<file path="src/rtl/pc_gen_pkg.sv">
// Shared types and defaults for the fetch-stage PC generator.
// Optional BTB is enabled with the PC_GEN_BTB_EN macro (see pc_gen.sv).
package pc_gen_pkg;

  localparam int XLEN_DEF = 32;
  localparam int STEP_DEF = 4;
  // Width of a redirect channel index; supports up to 16 channels.
  localparam int IDX_W    = 4;

  typedef enum logic {
    RUN  = 1'b0,
    HOLD = 1'b1
  } state_e;

  // A redirect as seen by the FSM: live selection or latched pending entry.
  // The target width is the package default; pc_gen is built with XLEN equal to it.
  typedef struct packed {
    logic                valid;
    logic [IDX_W-1:0]    idx;
    logic [XLEN_DEF-1:0] target;
  } redir_t;

endpackage

</file>
<file path="src/rtl/pc_gen_if.sv">
// Fetch-side bus of the PC generator: stall/redirect inputs, PC outputs,
// BTB update port. master = pipeline control, slave = pc_gen.
//
// Handshake: there is no valid/ready pair here. stall_i is a level that
// freezes pc_o; redir_valid_i[k] is a single-cycle request that is either
// applied (unstalled) or latched (stalled) on the edge it is seen, so the
// source never needs to hold it. pc_o is meaningful only while pc_valid_o=1.
interface pc_gen_if #(
  parameter int XLEN      = pc_gen_pkg::XLEN_DEF,
  parameter int NUM_REDIR = 2
);
  logic                      stall_i;
  logic [NUM_REDIR-1:0]      redir_valid_i;
  logic [NUM_REDIR*XLEN-1:0] redir_target_i;
  logic [XLEN-1:0]           pc_o;
  logic                      pc_valid_o;
  logic                      redir_pend_o;
  logic                      misalign_o;
  logic                      btb_upd_valid_i;
  logic [XLEN-1:0]           btb_upd_pc_i;
  logic [XLEN-1:0]           btb_upd_target_i;
  logic                      pred_taken_o;

  modport master (
    output stall_i, redir_valid_i, redir_target_i,
    output btb_upd_valid_i, btb_upd_pc_i, btb_upd_target_i,
    input  pc_o, pc_valid_o, redir_pend_o, misalign_o, pred_taken_o
  );

  modport slave (
    input  stall_i, redir_valid_i, redir_target_i,
    input  btb_upd_valid_i, btb_upd_pc_i, btb_upd_target_i,
    output pc_o, pc_valid_o, redir_pend_o, misalign_o, pred_taken_o
  );
endinterface

</file>
<file path="src/rtl/pc_gen_btb.sv">
// Direct-mapped branch target buffer. Combinational lookup, synchronous
// write; a write and a lookup of the same entry in one cycle sees old data.
// Addresses arrive with the always-zero low log2(STEP) bits already dropped.
module pc_gen_btb #(
  parameter int XLEN  = 32,
  parameter int STEP  = 4,
  parameter int DEPTH = 16
) (
  input  logic                         clk,
  input  logic                         rst_n,
  input  logic [XLEN-$clog2(STEP)-1:0] look_addr_i,
  output logic                         hit_o,
  output logic [XLEN-1:0]              target_o,
  input  logic                         upd_valid_i,
  input  logic [XLEN-$clog2(STEP)-1:0] upd_addr_i,
  input  logic [XLEN-1:0]              upd_target_i
);

  localparam int AW = XLEN - $clog2(STEP);
  localparam int IW = $clog2(DEPTH);
  localparam int TW = AW - IW;

  logic [DEPTH-1:0] valid_q;
  logic [TW-1:0]    tag_q [DEPTH];
  logic [XLEN-1:0]  tgt_q [DEPTH];

  logic [IW-1:0] look_idx;
  logic [TW-1:0] look_tag;
  logic [IW-1:0] upd_idx;
  logic [TW-1:0] upd_tag;

  assign look_idx = look_addr_i[IW-1:0];
  assign look_tag = look_addr_i[AW-1:IW];
  assign upd_idx  = upd_addr_i[IW-1:0];
  assign upd_tag  = upd_addr_i[AW-1:IW];

  // Valid bits: cleared by reset, set by an update.
  always_ff @(posedge clk) begin
    if (!rst_n) begin
      valid_q <= '0;
    end else if (upd_valid_i) begin
      valid_q[upd_idx] <= 1'b1;
    end
  end

  // Tag/target storage needs no reset; the valid bit guards it.
  always_ff @(posedge clk) begin
    if (rst_n && upd_valid_i) begin
      tag_q[upd_idx] <= upd_tag;
      tgt_q[upd_idx] <= upd_target_i;
    end
  end

  assign hit_o    = valid_q[look_idx] && (tag_q[look_idx] == look_tag);
  assign target_o = tgt_q[look_idx];

endmodule

</file>
<file path="src/rtl/pc_gen.sv">
// Fetch-stage PC generator: prioritised redirects, stall-time redirect
// latching (RUN/HOLD FSM), sequential increment with wrap.
// Define PC_GEN_BTB_EN to add a direct-mapped BTB that steers sequential fetch.
module pc_gen
  import pc_gen_pkg::*;
#(
  parameter int              XLEN      = XLEN_DEF,
  parameter logic [XLEN-1:0] RESET_PC  = '0,
  parameter int              STEP      = STEP_DEF,
  parameter int              NUM_REDIR = 2,
  parameter int              BTB_DEPTH = 16
) (
  input logic     clk,
  input logic     rst_n,
  pc_gen_if.slave bus
);

  localparam int              OFF        = $clog2(STEP);
  localparam logic [XLEN-1:0] ALIGN_MASK = ~XLEN'(STEP - 1);

  state_e          state_q, state_d;
  redir_t          pend_q, pend_d;
  logic [XLEN-1:0] pc_q, pc_d;
  logic            valid_q;
  logic            mis_q, mis_d;

  // Live redirect selection: highest channel index wins.
  redir_t live;
  always_comb begin
    live        = '0;
    live.target = bus.redir_target_i[0 +: XLEN];
    for (int k = 0; k < NUM_REDIR; k++) begin
      if (bus.redir_valid_i[k]) begin
        live.valid  = 1'b1;
        live.idx    = IDX_W'(k);
        live.target = bus.redir_target_i[k*XLEN +: XLEN];
      end
    end
  end

  logic            btb_hit;
  logic [XLEN-1:0] btb_tgt;

`ifdef PC_GEN_BTB_EN
  pc_gen_btb #(
    .XLEN (XLEN),
    .STEP (STEP),
    .DEPTH(BTB_DEPTH)
  ) u_btb (
    .clk         (clk),
    .rst_n       (rst_n),
    .look_addr_i (pc_q[XLEN-1:OFF]),
    .hit_o       (btb_hit),
    .target_o    (btb_tgt),
    .upd_valid_i (bus.btb_upd_valid_i),
    .upd_addr_i  (bus.btb_upd_pc_i[XLEN-1:OFF]),
    .upd_target_i(bus.btb_upd_target_i)
  );
  logic unused_upd_lo;
  assign unused_upd_lo = ^bus.btb_upd_pc_i[OFF-1:0];
`else
  assign btb_hit = 1'b0;
  assign btb_tgt = '0;
  logic unused_btb;
  assign unused_btb = ^{bus.btb_upd_valid_i, bus.btb_upd_pc_i, bus.btb_upd_target_i};
`endif

  // Next-state: FSM transitions, pending latch, PC source choice, misalign flag.
  logic            load;
  logic [XLEN-1:0] load_tgt;
  logic            live_wins;
  always_comb begin
    state_d   = state_q;
    pend_d    = pend_q;
    pc_d      = pc_q;
    mis_d     = 1'b0;
    load      = 1'b0;
    load_tgt  = live.target;
    live_wins = live.valid && (live.idx >= pend_q.idx);
    // First cycle out of reset only raises pc_valid; pc_o stays at RESET_PC.
    if (valid_q) begin
      case (state_q)
        RUN: begin
          if (bus.stall_i) begin
            if (live.valid) begin
              state_d = HOLD;
              pend_d  = live;
            end
          end else if (live.valid) begin
            load = 1'b1;
          end else if (btb_hit) begin
            load     = 1'b1;
            load_tgt = btb_tgt;
          end else begin
            pc_d = pc_q + XLEN'(STEP);
          end
        end
        HOLD: begin
          if (bus.stall_i) begin
            if (live_wins) pend_d = live;
          end else begin
            state_d  = RUN;
            pend_d   = '0;
            load     = 1'b1;
            load_tgt = live_wins ? live.target : pend_q.target;
          end
        end
        default: state_d = RUN;
      endcase
    end
    if (load) begin
      pc_d  = load_tgt & ALIGN_MASK;
      mis_d = |load_tgt[OFF-1:0];
    end
  end

  // State register; reset discards any pending redirect.
  always_ff @(posedge clk) begin
    if (!rst_n) begin
      state_q <= RUN;
      pend_q  <= '0;
      pc_q    <= RESET_PC;
      valid_q <= 1'b0;
      mis_q   <= 1'b0;
    end else begin
      state_q <= state_d;
      pend_q  <= pend_d;
      pc_q    <= pc_d;
      valid_q <= 1'b1;
      mis_q   <= mis_d;
    end
  end

  assign bus.pc_o         = pc_q;
  assign bus.pc_valid_o   = valid_q;
  assign bus.redir_pend_o = (state_q == HOLD);
  assign bus.misalign_o   = mis_q;
  assign bus.pred_taken_o = btb_hit;

endmodule

</file>
<file path="src/flat_wrapper.sv">
// flat-port wrapper written by rule: the top's interface ports become plain ports
module pc_gen_flat import pc_gen_pkg::*;
#(
  parameter int              XLEN      = XLEN_DEF,
  parameter logic [XLEN-1:0] RESET_PC  = '0,
  parameter int              STEP      = STEP_DEF,
  parameter int              NUM_REDIR = 2,
  parameter int              BTB_DEPTH = 16
)
  (clk, rst_n, bus_stall_i, bus_redir_valid_i, bus_redir_target_i, bus_btb_upd_valid_i, bus_btb_upd_pc_i, bus_btb_upd_target_i, bus_pc_o, bus_pc_valid_o, bus_redir_pend_o, bus_misalign_o, bus_pred_taken_o);
  pc_gen_if #(.XLEN(XLEN), .NUM_REDIR(NUM_REDIR)) bus_i ();
  input logic clk;
  input logic rst_n;
  input wire logic [$bits(bus_i.stall_i)-1:0] bus_stall_i;
  input wire logic [$bits(bus_i.redir_valid_i)-1:0] bus_redir_valid_i;
  input wire logic [$bits(bus_i.redir_target_i)-1:0] bus_redir_target_i;
  input wire logic [$bits(bus_i.btb_upd_valid_i)-1:0] bus_btb_upd_valid_i;
  input wire logic [$bits(bus_i.btb_upd_pc_i)-1:0] bus_btb_upd_pc_i;
  input wire logic [$bits(bus_i.btb_upd_target_i)-1:0] bus_btb_upd_target_i;
  output wire logic [$bits(bus_i.pc_o)-1:0] bus_pc_o;
  output wire logic [$bits(bus_i.pc_valid_o)-1:0] bus_pc_valid_o;
  output wire logic [$bits(bus_i.redir_pend_o)-1:0] bus_redir_pend_o;
  output wire logic [$bits(bus_i.misalign_o)-1:0] bus_misalign_o;
  output wire logic [$bits(bus_i.pred_taken_o)-1:0] bus_pred_taken_o;
  assign bus_i.stall_i = bus_stall_i;
  assign bus_i.redir_valid_i = bus_redir_valid_i;
  assign bus_i.redir_target_i = bus_redir_target_i;
  assign bus_i.btb_upd_valid_i = bus_btb_upd_valid_i;
  assign bus_i.btb_upd_pc_i = bus_btb_upd_pc_i;
  assign bus_i.btb_upd_target_i = bus_btb_upd_target_i;
  assign bus_pc_o = bus_i.pc_o;
  assign bus_pc_valid_o = bus_i.pc_valid_o;
  assign bus_redir_pend_o = bus_i.redir_pend_o;
  assign bus_misalign_o = bus_i.misalign_o;
  assign bus_pred_taken_o = bus_i.pred_taken_o;
  pc_gen #(.XLEN(XLEN), .RESET_PC(RESET_PC), .STEP(STEP), .NUM_REDIR(NUM_REDIR), .BTB_DEPTH(BTB_DEPTH)) u_core (.clk(clk), .rst_n(rst_n), .bus(bus_i));
endmodule
</file>
<file path="config.mk">
export PLATFORM = sky130hd
export DESIGN_NAME = pc_gen_flat
export DESIGN_NICKNAME = d
export VERILOG_FILES = /design/src/rtl/pc_gen_pkg.sv /design/src/rtl/pc_gen_if.sv /design/src/rtl/pc_gen_btb.sv /design/src/rtl/pc_gen.sv /design/src/flat_wrapper.sv
export SDC_FILE = /design/constraint.sdc
export NUM_CORES = 1
export LEC_CHECK = 0
export ABC_AREA = 0
export BUFFER_PORTS_ARGS = -buffer_cell sky130_fd_sc_hd__buf_2
export CAP_MARGIN = 20
export CORE_ASPECT_RATIO = 1.5
export CORE_UTILIZATION = 51
export CTS_CLUSTER_SIZE = 10
export DETAILED_ROUTE_END_ITERATION = 8
export PLACE_DENSITY = 0.84
export SYNTH_ARGS = -nofsm -noshare
export SYNTH_HDL_FRONTEND = slang
export SYNTH_SLANG_ARGS = --single-unit
</file>
<file path="constraint.sdc">
create_clock -name clk -period 3.75 [get_ports clk]
set_clock_uncertainty 0.1 [all_clocks]
set_input_delay 0.375 -clock clk [delete_from_list [all_inputs] [get_ports clk]]
set_output_delay 0.375 -clock clk [all_outputs]
set_load 0.05 [all_outputs]
</file>
* Word level (Yosys, flattened, before mapping)
Cells that the tools add are included.
Storage, ports and cells: bits in registers 71, input bits 134, output and inout port bits 36, word-level logic and storage cells 52
Operators by class: $add $sub $neg 1, $lt $le $gt $ge 1, equal/unequal tests 6, muxes and demuxes 25, bitwise gates (word level) 4, reductions and logical operators 8
Operators by type and width (count):
- $mux W32 | 8
- $mux W36 | 4
- $mux W37 | 2
- $pmux W36 S2 | 1
- $pmux W32 S2 | 1
- $add A32 B3 Y32 const B | 1
- $reduce_and A4 Y1 | 3
- $mux W1 | 7
- $ne A2 B2 Y1 const B | 3
- $ge A4 B4 Y1 | 1
- $ne A2 B1 Y1 const B | 2
- $not A1 Y1 | 4
- $pmux W1 S2 | 2
- $reduce_or A2 Y1 | 2
- $ne A3 B3 Y1 const B | 1
- $reduce_and A2 Y1 | 1
- $reduce_bool A2 Y1 | 1
- $logic_and A1 B1 Y1 | 1

* Depth between registers and ports, before layout
depth in word-level cells 9, mapped depth 9

* Worst setup path after synthesis
Ideal clock, no wire load.
path kind register to register, from register u_core.pc_q[9] (netlist: u_core.bus.pc_o[9]), to register u_core.pc_q[31] (netlist: u_core.bus.pc_o[31]), setup time 0.063 ns, arrival time 2.589 ns, data required time 3.587 ns, path slack 0.998 ns, cell stages (with the launch flop) 7, path buffers 1, clock period less this slack 2.752 ns, path through dfxtp_1 > nand3_2 > or4b_1 > buf_6 > or3_4 > or4_1 > nand3_1
On the way: word-level cells in the longest chain between the ends 6
RTL lines:
- start: declaration | RTL line pc_gen.sv:23 | logic [XLEN-1:0] pc_q, pc_d;
- start signal: assignment | RTL line pc_gen.sv:128 | pc_q <= pc_d;
- $add A32 B3 Y32 | RTL line pc_gen.sv:95 | pc_d = pc_q + XLEN'(STEP);
- $mux W32 | RTL line pc_gen.sv:89 | end else if (live.valid) begin
- $mux W32 | RTL line pc_gen.sv:84 | if (bus.stall_i) begin
- $mux W32 | RTL line pc_gen.sv:82 | case (state_q)
- $mux W32 | RTL line pc_gen.sv:81 | if (valid_q) begin
- $mux W32 | RTL line pc_gen.sv:111 | if (load) begin
Every way passes these cells. The select of a mux whose other input is x is not followed. A chain may end at the register's enable or synchronous reset.

* Worst setup path after layout
Ends and elaborated chain as after synthesis.

==> run_results.csv <==
group,metric,value,unit
status,outcome,"finished clean",
pwr,pwr-share-comb,20.8,%
timing,slew_viol_final,0,
final_layout,final_area,4660,µm²
pwr,p_sw,0.539,mW
drt,drt_wl_total,10.8,mm
synthesis,synthAdderAreaFrac,0.320,%
global_routing,grt_pass1_vias,3591,
flow_run,maxCapViolCount,0,
floorplan,die_h,109,µm
drt,first_pass_iters,7,
synthesis,synthXorXnorAreaFrac,0.224,%
clocking,clock-root-buffer,"clkbuf_8",
clocking,cts_hold_buf,0,
timing,finalSetupViolCount,0,
clocking,cts_resized,0,
worst_setup_path,required,3.94,ns
worst_setup_path,arrival,2.85,ns
worst_setup_path,criticalPathCategory,"flip-flop to flip-flop",
pwr,p_per_area,372,nW/µm²
drt,drc,0,
synthesis,muxShareOfSynthArea,13.8,%
timing,period_needed,2.66,ns
synthesis,synth_flop_cell,"dfxtp_1",
worst_setup_path,cp_max_fo,10,
clocking,cts_buffer_depth,2,
timing,final-hold-violation-count,0,
clocking,cts_made_buffers,9,
final_layout,area_growth,18.9,%
pwr,p_int,1.19,mW
clocking,cts_setup_buffers,0,
place,placed_area,4470,µm²
timing,hold_ws,0.350,ns
synthesis,yosys_warnings,0,
worst_setup_path,endpoint_kind,"flip-flop",
final_layout,insertedDiodeCount,0,
floorplan,dieWidth,73.5,µm
worst_setup_path,r2r_cells,5,
place,port_buffers,101,
place,dp_hpwl,7.63,mm
clocking,cts.reportedPaths.clkPinSlew,0.07,ns
pwr,vdd_drop_max,0.209,mV
global_routing,grt-ovfl-total,0,
drt,first_iter_violations,632,
timing,setup_tns,0,ns
worst_setup_path,crit_chain,"nand3_2, or4b_1, or3_4, or4_1, nand3_1",
worst_setup_path,critPathSlowestCell,"or4b_1",
worst_setup_path,cp_slowest_stage_delay,0.74,ns
floorplan,die_area,8040,µm²
timing,rsz0062_at_grt,"no",
worst_setup_path,crit_family,"simple AND/OR/NAND/NOR gates",
synthesis,syn_area,3920,µm²
synthesis,synthSimpleGateAreaFrac,27.1,%
floorplan,design.core.area,7320,µm²
worst_setup_path,startpoint_type,"flip-flop",
pwr,p_leak,1.93,nW
synthesis,synth_cells,495,
timing,period_share,70.9,%
worst_setup_path,cp.depth,5,
drt,viasPerCell,6.11,
floorplan,io_pins,170,
hold_path,hp-class,"flip-flop to flip-flop",
timing,fmax,376,MHz
synthesis,synth_compound_area_share,20.0,%
clocking,cts_num_sinks,66,
clocking,clock_latency,0.34,ns
final_layout,drive_gt1_share,26.9,%
drt,wl_per_cell,15.8,µm
timing,slew_headroom,51.4,%
synthesis,yosysUniqueCellTypes,54,
place,gp_congestion,0.879,
clocking,cts_tree,"built",
drt,vias,4175,
pwr,seq_power_share,45.2,%
synthesis,synth_seq_cells,66,
global_routing,grt_pass1_wl,17.1,mm
hold_path,min_path_cells,2,
synthesis,synth_area_per_cell,7.91,µm²
synthesis,synth_edf_count,0,
pwr,p_sw_share,31.1,%
global_routing,grt_max_degree,66,
global_routing,antenna_found_initial,0,
synthesis,synth_top_family_by_area,"simple AND/OR/NAND/NOR gates",
drt,ant_nets,0,
pwr,pwr-share-clk,34.0,%
worst_setup_path,critical_path_buf_inv_count,0,
synthesis,async_flop_share,0,%
floorplan,start_util,53.5,%
timing,worstMarginPinSlew,0.728,ns
floorplan,num_rows,38,
clocking,htreeDepth,3,
synthesis,synth-seq-area-share,33.7,%
final_layout,nNetsFinal,714,
global_routing,track_usage,27.6,%
-- cells by family after synthesis --
kind of cell	after synthesis
buffers and inverters	43
adders and majority gates	1
muxes	51
and+or+nand+nor	206
xor gates and xnor gates	1
other	1
AOI/OAI and AO/OA	126
DFF	66
-- power by group through the flow --
stage                     clock network [mW]  registers, mW  logic (mW)
after floorplan                            0          0.861       0.184
after global placement                     0          0.794       0.346
after detailed placement                   0          0.797       0.355
after CTS                              0.590          0.781       0.357
after global routing                   0.627          0.788       0.388
final                                  0.589          0.782       0.360
-- flip-flops by register name, summed over array words and instances (netlist names) --
register / cells
u_core.pend_q: 33
u_core.bus.pc_o: 30
u_core.bus.misalign_o: 1
u_core.bus.pc_valid_o: 1
u_core.bus.redir_pend_o: 1
-- worst paths after layout --
kind	from	to	slack, ns
min reg2reg	u_core.pend_q[18]	u_core.pend_q[18]	0.35
max	u_core.bus.pc_o[9]	u_core.bus.pc_o[31]	1.09
max reg2reg	u_core.bus.pc_o[9]	u_core.bus.pc_o[31]	1.09
min	u_core.pend_q[18]	u_core.pend_q[18]	0.35
-- per-layer routing --
metal,part of all wire (%),GRT usage [%]
met1,43,37.4
met2,47,43.4
met3,8.2,5.50
met4,1.8,9.62
met5,0,0
-- synthesized netlist by cell type (all sizes together) (3+ instances only) --
master,count,area [µm²]
mux2,24,270
nand2b,4,25.0
or3,20,130
nor3,12,60.1
o21ai,19,95.1
a21oi,50,250
nand3,14,75.1
or4,4,30.0
a211o,3,26.3
nor2b,4,25.0
o22ai,4,25.0
nand3b,17,128
mux2i,27,270
buf,5,38.8
nor2,22,82.6
dfxtp,66,1320
and3,7,46.3
o211ai,16,120
nand4,10,62.6
clkbuf,37,139
nor4,7,43.8
a31oi,11,68.8
o31a,4,35.0
nand2,78,293
-- cell type report --
cell class              count  area, µm²
fillers                   662       2670
multi-input cells         388       2420
repair buffers            113        596
well taps                 100        125
flip-flops and latches     66       1320
clock buffers              12        145
inverters                   1       3.75
clock inverters             3       40.0
-- cell usage in the layout (no fill, tap or decap), drive strengths merged, types with 7 or more instances in the layout --
master    n
buf     113
nand2    78
dfxtp    66
a21oi    50
mux2i    27
mux2     24
nor2     22
or3      20
o21ai    19
nand3b   17
o211ai   16
nand3    14
nor3     12
clkbuf   12
a31oi    11
nand4    10
nor4      7
and3      7
-- worst min-delay path, cell delays in order, from the launching register on --
cell	delay, ns
dfxtp_1	0.31
nand2_1	0.05
a21oi_1	0.05
-- through the flow --
stage               instances  total power, mW  setup WS [ns]  util (%)
CTS                       683             1.73           1.12      63.6
detailed placement        668             1.15           1.14      61.1
finish                    683             1.73           1.09      63.6
global route              683             1.80           1.01      63.6
floorplan                 497             1.04          0.998         -
global placement          668             1.14           1.18      61.1
(Power assumes the default switching activity.)
